File: config.mk
export PLATFORM = sky130hd
export DESIGN_NAME = pipeline_hazard_ctrl
export DESIGN_NICKNAME = d
export VERILOG_FILES = /design/src/rtl/pipeline_hazard_ctrl.sv
export SDC_FILE = /design/constraint.sdc
export NUM_CORES = 1
export LEC_CHECK = 0
export CORE_MARGIN = 1.5
export CORE_UTILIZATION = 50
export DETAILED_ROUTE_END_ITERATION = 12
export DONT_BUFFER_PORTS = 1
export SLEW_MARGIN = 20
export SYNTH_ARGS = -nofsm -noshare
export SYNTH_HDL_FRONTEND = slang
export SYNTH_SLANG_ARGS = --single-unit
File: constraint.sdc
create_clock -name clk -period 2.3 [get_ports clk]
set_input_delay 0.46 -clock clk [delete_from_list [all_inputs] [get_ports clk]]
set_output_delay 0.46 -clock clk [all_outputs]
set_load 0.005 [all_outputs]
File: src/rtl/pipeline_hazard_ctrl.sv
// ---------------------------------------------------------------------------
// pipeline_hazard_ctrl
// Central hazard controller for the five-stage MIPS pipeline. Decides EX and
// ID forwarding selects, load-use / branch / jr stalls, jump squashes, and
// runs a RUN -> DRAIN -> HALT machine that retires the end instruction and
// then freezes the pipeline.
//
// Ports:
//   clk, rst                  clock, synchronous active-low reset
//   RsD, RtD                  ID source registers
//   RsE, RtE                  EX source registers
//   WriteRegE/M/W             destination register per stage
//   RegWriteE/M/W             write enable per stage
//   MemReadE, MemReadM        load in EX / MEM
//   BranchD, JumpD, JrD, EndD decoded ID instruction class
//   EndW                      end instruction reached WB
//   stallF, stallD, flushE    pipeline register controls
//   jumpFlush, jrFlush        squash the fetched instruction
//   JrHaz                     jr operand not ready
//   ForwardAE/BE              EX select: 00 regfile, 01 WB, 10 MEM
//   ForwardAD/BD              ID compare operand from MEM ALUOut
//   halted, drainErr          frozen after end / drain timed out
//   stallCnt, flushCnt        performance counters
//
// Optional feature: define PPCTRL_PERF_EN to build the saturating stall and
// flush counters; otherwise both counter outputs are tied to zero.
// ---------------------------------------------------------------------------
module pipeline_hazard_ctrl #(
  parameter int DRAIN_TIMEOUT = 7
) (
  input  logic        clk,
  input  logic        rst,
  input  logic [4:0]  RsD,
  input  logic [4:0]  RtD,
  input  logic [4:0]  RsE,
  input  logic [4:0]  RtE,
  input  logic [4:0]  WriteRegE,
  input  logic [4:0]  WriteRegM,
  input  logic [4:0]  WriteRegW,
  input  logic        RegWriteE,
  input  logic        RegWriteM,
  input  logic        RegWriteW,
  input  logic        MemReadE,
  input  logic        MemReadM,
  input  logic        BranchD,
  input  logic        JumpD,
  input  logic        JrD,
  input  logic        EndD,
  input  logic        EndW,
  output logic        stallF,
  output logic        stallD,
  output logic        flushE,
  output logic        jumpFlush,
  output logic        jrFlush,
  output logic        JrHaz,
  output logic [1:0]  ForwardAE,
  output logic [1:0]  ForwardBE,
  output logic        ForwardAD,
  output logic        ForwardBD,
  output logic        halted,
  output logic        drainErr,
  output logic [31:0] stallCnt,
  output logic [31:0] flushCnt
);

  typedef enum logic [1:0] {RUN, DRAIN, HALT} state_e;

  localparam logic [3:0] TIMEOUT_C = 4'(DRAIN_TIMEOUT);

  state_e     state_q, state_d;
  logic [3:0] drainCnt_q, drainCnt_d;
  logic       halted_q, halted_d;
  logic       drainErr_q, drainErr_d;
  logic       lwStall, brStall, hz;

  // Register 0 is hard-wired, so a write to it never produces a dependency.
  function automatic logic regMatch(input logic [4:0] a, input logic en,
                                    input logic [4:0] w);
    return en && (w != 5'd0) && (w == a);
  endfunction

  // Results not yet readable from MEM ALUOut in ID: anything still in EX,
  // or a load sitting in MEM.
  function automatic logic depD(input logic [4:0] r);
    return regMatch(r, RegWriteE, WriteRegE) || regMatch(r, MemReadM, WriteRegM);
  endfunction

  always_comb begin
    ForwardAE = 2'b00;
    ForwardBE = 2'b00;
    if (regMatch(RsE, RegWriteM, WriteRegM))      ForwardAE = 2'b10;
    else if (regMatch(RsE, RegWriteW, WriteRegW)) ForwardAE = 2'b01;
    if (regMatch(RtE, RegWriteM, WriteRegM))      ForwardBE = 2'b10;
    else if (regMatch(RtE, RegWriteW, WriteRegW)) ForwardBE = 2'b01;
    ForwardAD = regMatch(RsD, RegWriteM, WriteRegM);
    ForwardBD = regMatch(RtD, RegWriteM, WriteRegM);
  end

  always_comb begin
    lwStall = MemReadE && (WriteRegE != 5'd0) &&
              ((WriteRegE == RsD) || (WriteRegE == RtD));
    brStall = BranchD && (depD(RsD) || depD(RtD));
    JrHaz   = JrD && depD(RsD);
    hz      = lwStall || brStall || JrHaz;
  end

  // EndW wins over the timeout, so a drain that finishes on the last allowed
  // cycle is not flagged as an error.
  always_comb begin
    state_d    = state_q;
    drainCnt_d = drainCnt_q;
    halted_d   = halted_q;
    drainErr_d = drainErr_q;
    stallF     = 1'b1;
    stallD     = 1'b1;
    flushE     = 1'b1;
    jumpFlush  = 1'b0;
    jrFlush    = 1'b0;
    case (state_q)
      RUN: begin
        stallF     = hz;
        stallD     = hz;
        flushE     = hz;
        jumpFlush  = JumpD && !hz;
        jrFlush    = JrD;
        drainCnt_d = 4'd0;
        if (EndD && !hz) state_d = DRAIN;
      end
      DRAIN: begin
        drainCnt_d = drainCnt_q + 4'd1;
        if (EndW) begin
          state_d  = HALT;
          halted_d = 1'b1;
        end else if (drainCnt_d == TIMEOUT_C) begin
          state_d    = HALT;
          halted_d   = 1'b1;
          drainErr_d = 1'b1;
        end
      end
      HALT: ;
      default: state_d = RUN;
    endcase
  end

  always_ff @(posedge clk) begin
    if (!rst) begin
      state_q    <= RUN;
      drainCnt_q <= 4'd0;
      halted_q   <= 1'b0;
      drainErr_q <= 1'b0;
    end else begin
      state_q    <= state_d;
      drainCnt_q <= drainCnt_d;
      halted_q   <= halted_d;
      drainErr_q <= drainErr_d;
    end
  end

  assign halted   = halted_q;
  assign drainErr = drainErr_q;

`ifdef PPCTRL_PERF_EN
  logic [31:0] stallCnt_q, flushCnt_q;

  // Counters only advance in RUN, so drain/halt stalls are not counted.
  always_ff @(posedge clk) begin
    if (!rst) begin
      stallCnt_q <= '0;
      flushCnt_q <= '0;
    end else if (state_q == RUN) begin
      if (stallD && (stallCnt_q != 32'hFFFF_FFFF))
        stallCnt_q <= stallCnt_q + 32'd1;
      if ((flushE || jumpFlush || jrFlush) && (flushCnt_q != 32'hFFFF_FFFF))
        flushCnt_q <= flushCnt_q + 32'd1;
    end
  end

  assign stallCnt = stallCnt_q;
  assign flushCnt = flushCnt_q;
`else
  assign stallCnt = 32'd0;
  assign flushCnt = 32'd0;
`endif

endmodule

; Word-level counts from Yosys, hierarchy flattened
; Cells that the tools add are included.
; W data, S select, Z words.
[classes]
n_addsub = 1
n_eq_ne = 13
n_mux = 14
bitwise_logic = 2
reduce_logical = 36
[ops]
columns = op, n
row1 = $eq A5 B5 Y1, 8
row2 = $logic_and A1 B1 Y1, 20
row3 = $reduce_bool A5 Y1, 3
row4 = $mux W2, 5
row5 = $pmux W4 S2, 1
row6 = $mux W1, 7
row7 = $logic_or A1 B1 Y1, 6
row8 = $pmux W2 S3, 1
row9 = $reduce_and A3 Y1, 2
row10 = $add A4 B1 Y4 const B, 1
row11 = $eq A4 B3 Y1 const B, 1
row12 = $reduce_bool A2 Y1, 2
row13 = $ne A3 B3 Y1 const B, 1
row14 = $eq A2 B1 Y1 const B, 1
row15 = $eq A2 B2 Y1 const B, 1
row16 = $logic_not A2 Y1, 1
row17 = $ne A2 B2 Y1 const B, 1
row18 = $not A1 Y1, 2
row19 = $reduce_and A2 Y1, 1
row20 = $logic_not A1 Y1, 1
[totals]
register_bits = 8
in_bits = 47
output_inout_bits = 78
word_cells = 70

; Longest topological paths before layout
[logic_depth]
depth_word = 12
mapped_depth = 7
mapped_depth_nobuf = 7

; Least setup slack after synthesis
; Ideal clock, no wire load.
[synth_path]
path_type = in2out
startpoint = input WriteRegM[1]
endpoint = output stallD
arrival_ns = 1.646
t_required_ns = 1.840
path_slack_ns = 0.194
cell_stages = 7
cell_sequence = clkbuf_1 -> xnor2_1 -> nand2_1 -> nor4b_2 -> o22ai_2 -> o2111ai_2 -> buf_4
[synth_between]
elab_chain_len = 9
elab_cells_between_ends = 14
cone_classes = 2 x eq/ne / 1 x mux / 11 x reduce/logical
[synth_rtl]
columns = item, line_no
row1 = start: declaration, 38  ; input logic [4:0] WriteRegM,
row2 = $reduce_bool A5 Y1, 79  ; return en && (w != 5'd0) && (w == a);
row3 = $logic_and A1 B1 Y1 (2 in series), 79
row4 = $logic_or A1 B1 Y1, 85  ; return regMatch(r, RegWriteE, WriteRegE) || regMatch(r, MemReadM, WriteRegM);
row5 = $logic_or A1 B1 Y1, 102  ; brStall = BranchD && (depD(RsD) || depD(RtD));
row6 = $logic_and A1 B1 Y1, 102
row7 = $logic_or A1 B1 Y1, 104  ; hz = lwStall || brStall || JrHaz;
row8 = $logic_or A1 B1 Y1 *, 104
row9 = $mux W1 *, -
row10 = end: declaration, 51  ; output logic stallD,
; Every way passes the cells marked *; elsewhere a longest branch is shown, timed or not.

; Final worst setup path
[layout_path]
startpoint = input WriteRegE[1]
endpoint = output stallD
[layout_between]
elab_chain_len = 9
elab_cells_between_ends = 17
cone_classes = 2 x eq/ne / 1 x mux / 14 x reduce/logical
[layout_rtl]
columns = item, line_no
row1 = start: declaration, 37  ; input logic [4:0] WriteRegE,
row2 = $reduce_bool A5 Y1, "79, 100"
row3 = $logic_and A1 B1 Y1 (2 in series), 79
row4 = $logic_or A1 B1 Y1, 85
row5 = $logic_or A1 B1 Y1, 102
row6 = $logic_and A1 B1 Y1, 102
row7 = $logic_or A1 B1 Y1, 104
row8 = $logic_or A1 B1 Y1 *, 104
row9 = $mux W1 *, -
; Marks and branches as above.

==> run_results.csv <==
group,metric,value,unit
global_route,grt_use_total,0.148,
detailed_routing,viasPerCell,4.56,
final_layout,final_cell_mix,"64 x conb_1, 21 x xnor2_1, 19 x xor2_1",
hold_path,hold_class,"in2reg",
placed_design,port_buffers,0,
synth,mappedNetlistArea,1540,um2
cts,insertion_delay,0.25,ns
synth,synth-warning-count,0,
run_status,status,"finished clean",
timing,setup_viol,0,
cts,post_cts_buffers,0,
timing,fin_crit,2.10,ns
detailed_routing,vias,1034,
timing,relSlewSlack,0.655,
final_layout,fin_util,0.466,
floorplan,chipWidth,58.4,um
worst_setup_path,worstSetupEndpointType,"output pin",
synth,avgSynthCellArea,7.61,um2
floorplan,start_util,0.543,
cts,holdBufCountCts,0,
synth,seq_area_frac_synth,0.104,
cts,cts-root-buf,"clkbuf_4",
synth,synth_edf_count,0,
final_layout,final_common_cell,"conb_1",
synth,synth-main-ff-cell,"dfxtp_1",
detailed_routing,postRouteAntennaNets,0,
detailed_routing,drt-initial-drc-count,20,
pwr,power_frac_seq,0.373,
floorplan,core,2830,um2
detailed_routing,wirelength,2730,um
timing,fin_skew,0.000552,ns
pwr,vdd_drop_max,0.000132,V
pwr,p_switching,139,uW
detailed_routing,drt_pass1_iterations,4,
synth,synthArstFlopShare,0,
synth,synth_cell_types,39,
pwr,total_power,413,uW
worst_setup_path,critical-path-max-stage-delay,0.53,ns
cts,cts.sinks,8,
global_route,antenna_found_initial,0,
timing,worstMarginPinSlew,0.513,ns
pwr,powerDensity,313,nW/um2
synth,synthCells,202,
global_route,grt_pass1_wl,4030,um
final_layout,nets,247,
timing,hold_viol,0,
cts,cts_tree,"built",
global_route,grt-ovfl-total,0,
cts,htree_levels,1,
final_layout,fin_area,1320,um2
global_route,grt_pass1_vias,938,
detailed_routing,drcViolationCount,0,
final_layout,syn2layout_area_growth,-14.2,%
worst_setup_path,worst-path-buf-inv,1,
floorplan,dieHeight,58.4,um
floorplan,die-area,3410,um2
worst_setup_path,cp.required,1.84,ns
synth,synth-seq-cells,8,
timing,slew_viol_final,0,
run,maxCapViolCount,0,
worst_setup_path,cpMaxStageDelayCell,"or4_4",
detailed_routing,post_drt_wl_per_cell,12.0,um
pwr,p_leak,0.586,nW
cts,post_cts_resized,0,
worst_setup_path,cp_cell_sequence,"or4_4 > nor2_4 > nor4_2 > o22ai_2 > o2111ai_2 > buf_4",
global_route,grt_max_degree,10,
timing,fmax,476,MHz
timing,min_period_over_period,0.913,
cts,cts.clk_slew.worst_paths,0.05,ns
pwr,p_clk_frac,0.263,
final_layout,n_antenna_cell,0,
cts,cts_buffer_depth,2,
worst_setup_path,critical_path_class,"in2out",
cts,cts-buffers-inserted,3,
worst_setup_path,start_kind,"input port",
pwr,combPwrFrac,0.364,
timing,final.setup.tns,0,ns
worst_setup_path,arrival,1.64,ns
worst_setup_path,critPathMaxFanout,3,
placed_design,gp_congestion,0.837,
placed_design,placed_area,1300,um2
placed_design,hpwl,2440,um
timing,rsz0062_at_grt,"no",
floorplan,row_count,19,
pwr,intPower,274,uW
floorplan,ios,125,
worst_setup_path,cpLargestDelayFamily,"simple AND/OR/NAND/NOR gates",
timing,holdWs,0.321,ns
pwr,swShare,0.337,
final_layout,drive_gt1_frac,0.0663,
[worst register-to-register path: cells and delay by family, from the launching register on]
kind | cells | cell delay (ns)
and+or+nand+nor | 2 | 0.20
adders and majority gates | 1 | 0.24
DFF | 1 | 0.35
AOI/OAI and AO/OA | 4 | 0.66
[power by group through the flow]
stage | Combinational [mW] | Sequential [mW] | Clock [mW]
4_1_cts | 0.148 | 0.154 | 0.112
2_1_floorplan | 0.230 | 0.153 | 0
3_5_place_dp | 0.147 | 0.157 | 0
3_3_place_gp | 0.145 | 0.157 | 0
6_report | 0.150 | 0.154 | 0.109
5_1_grt | 0.171 | 0.155 | 0.117
[registers in the layout (all words and copies together) (netlist names)]
name / count
state_q: 2
halted: 1
drainCnt_q: 4
drainErr: 1
[cell usage after synthesis, drive strengths merged (4+ instances only)]
cell type,n,share of area
nor2,7,0.024
nor4,6,0.029
xnor2,21,0.12
xor2,19,0.11
o21a,4,0.020
nand2,11,0.030
nor3,5,0.016
nor2b,6,0.024
dfxtp,8,0.10
or4,4,0.022
o21ai,6,0.020
clkbuf,5,0.012
nand3,7,0.023
buf,68,0.33
[metrics by stage]
stage	worst slack (ns)	cells
finish	0.199	227
global route	0.141	227
CTS	0.192	227
detailed placement	0.193	224
global placement	0.207	224
floorplan	0.194	265
[routing by layer]
layer  vias up  global-route usage  part of all wire
li1        522                   -                 -
met1       451               0.158              0.37
met2        59               0.271              0.52
met3         2              0.0549              0.10
met4         0              0.0365            0.0051
met5         -                   0                 0
[path summary, 6_finish.rpt]
kind,slack [ns],cells after the start,startpoint,end
hold reg to reg,0.49,1,drainErr$_SDFFE_PN0P_,drainErr$_SDFFE_PN0P_
setup / recovery,0.20,6,WriteRegE[1],stallD
setup reg to reg,0.74,7,drainCnt_q[0]$_SDFFE_PN0P_,state_q[1]$_SDFFE_PN0P_
hold / removal,0.32,1,rst,state_q[1]$_SDFFE_PN0P_
[cells by family after synthesis]
family	synth area share
AOI/OAI and AO/OA	0.0904
xor gates and xnor gates	0.228
adders and majority gates	0.0163
buffers and inverters	0.348
DFF	0.104
other	0.00244
and+or+nand+nor	0.211
[layout make-up]
cell class,instances,area [um2]
flip-flops and latches,8,160
fillers,282,1510
repair buffers,1,7.51
well taps,31,38.8
inverters,3,11.3
multi-input cells,181,1080
clock buffers,3,22.5
No activity file was read; power rests on OpenSTA's default activity.
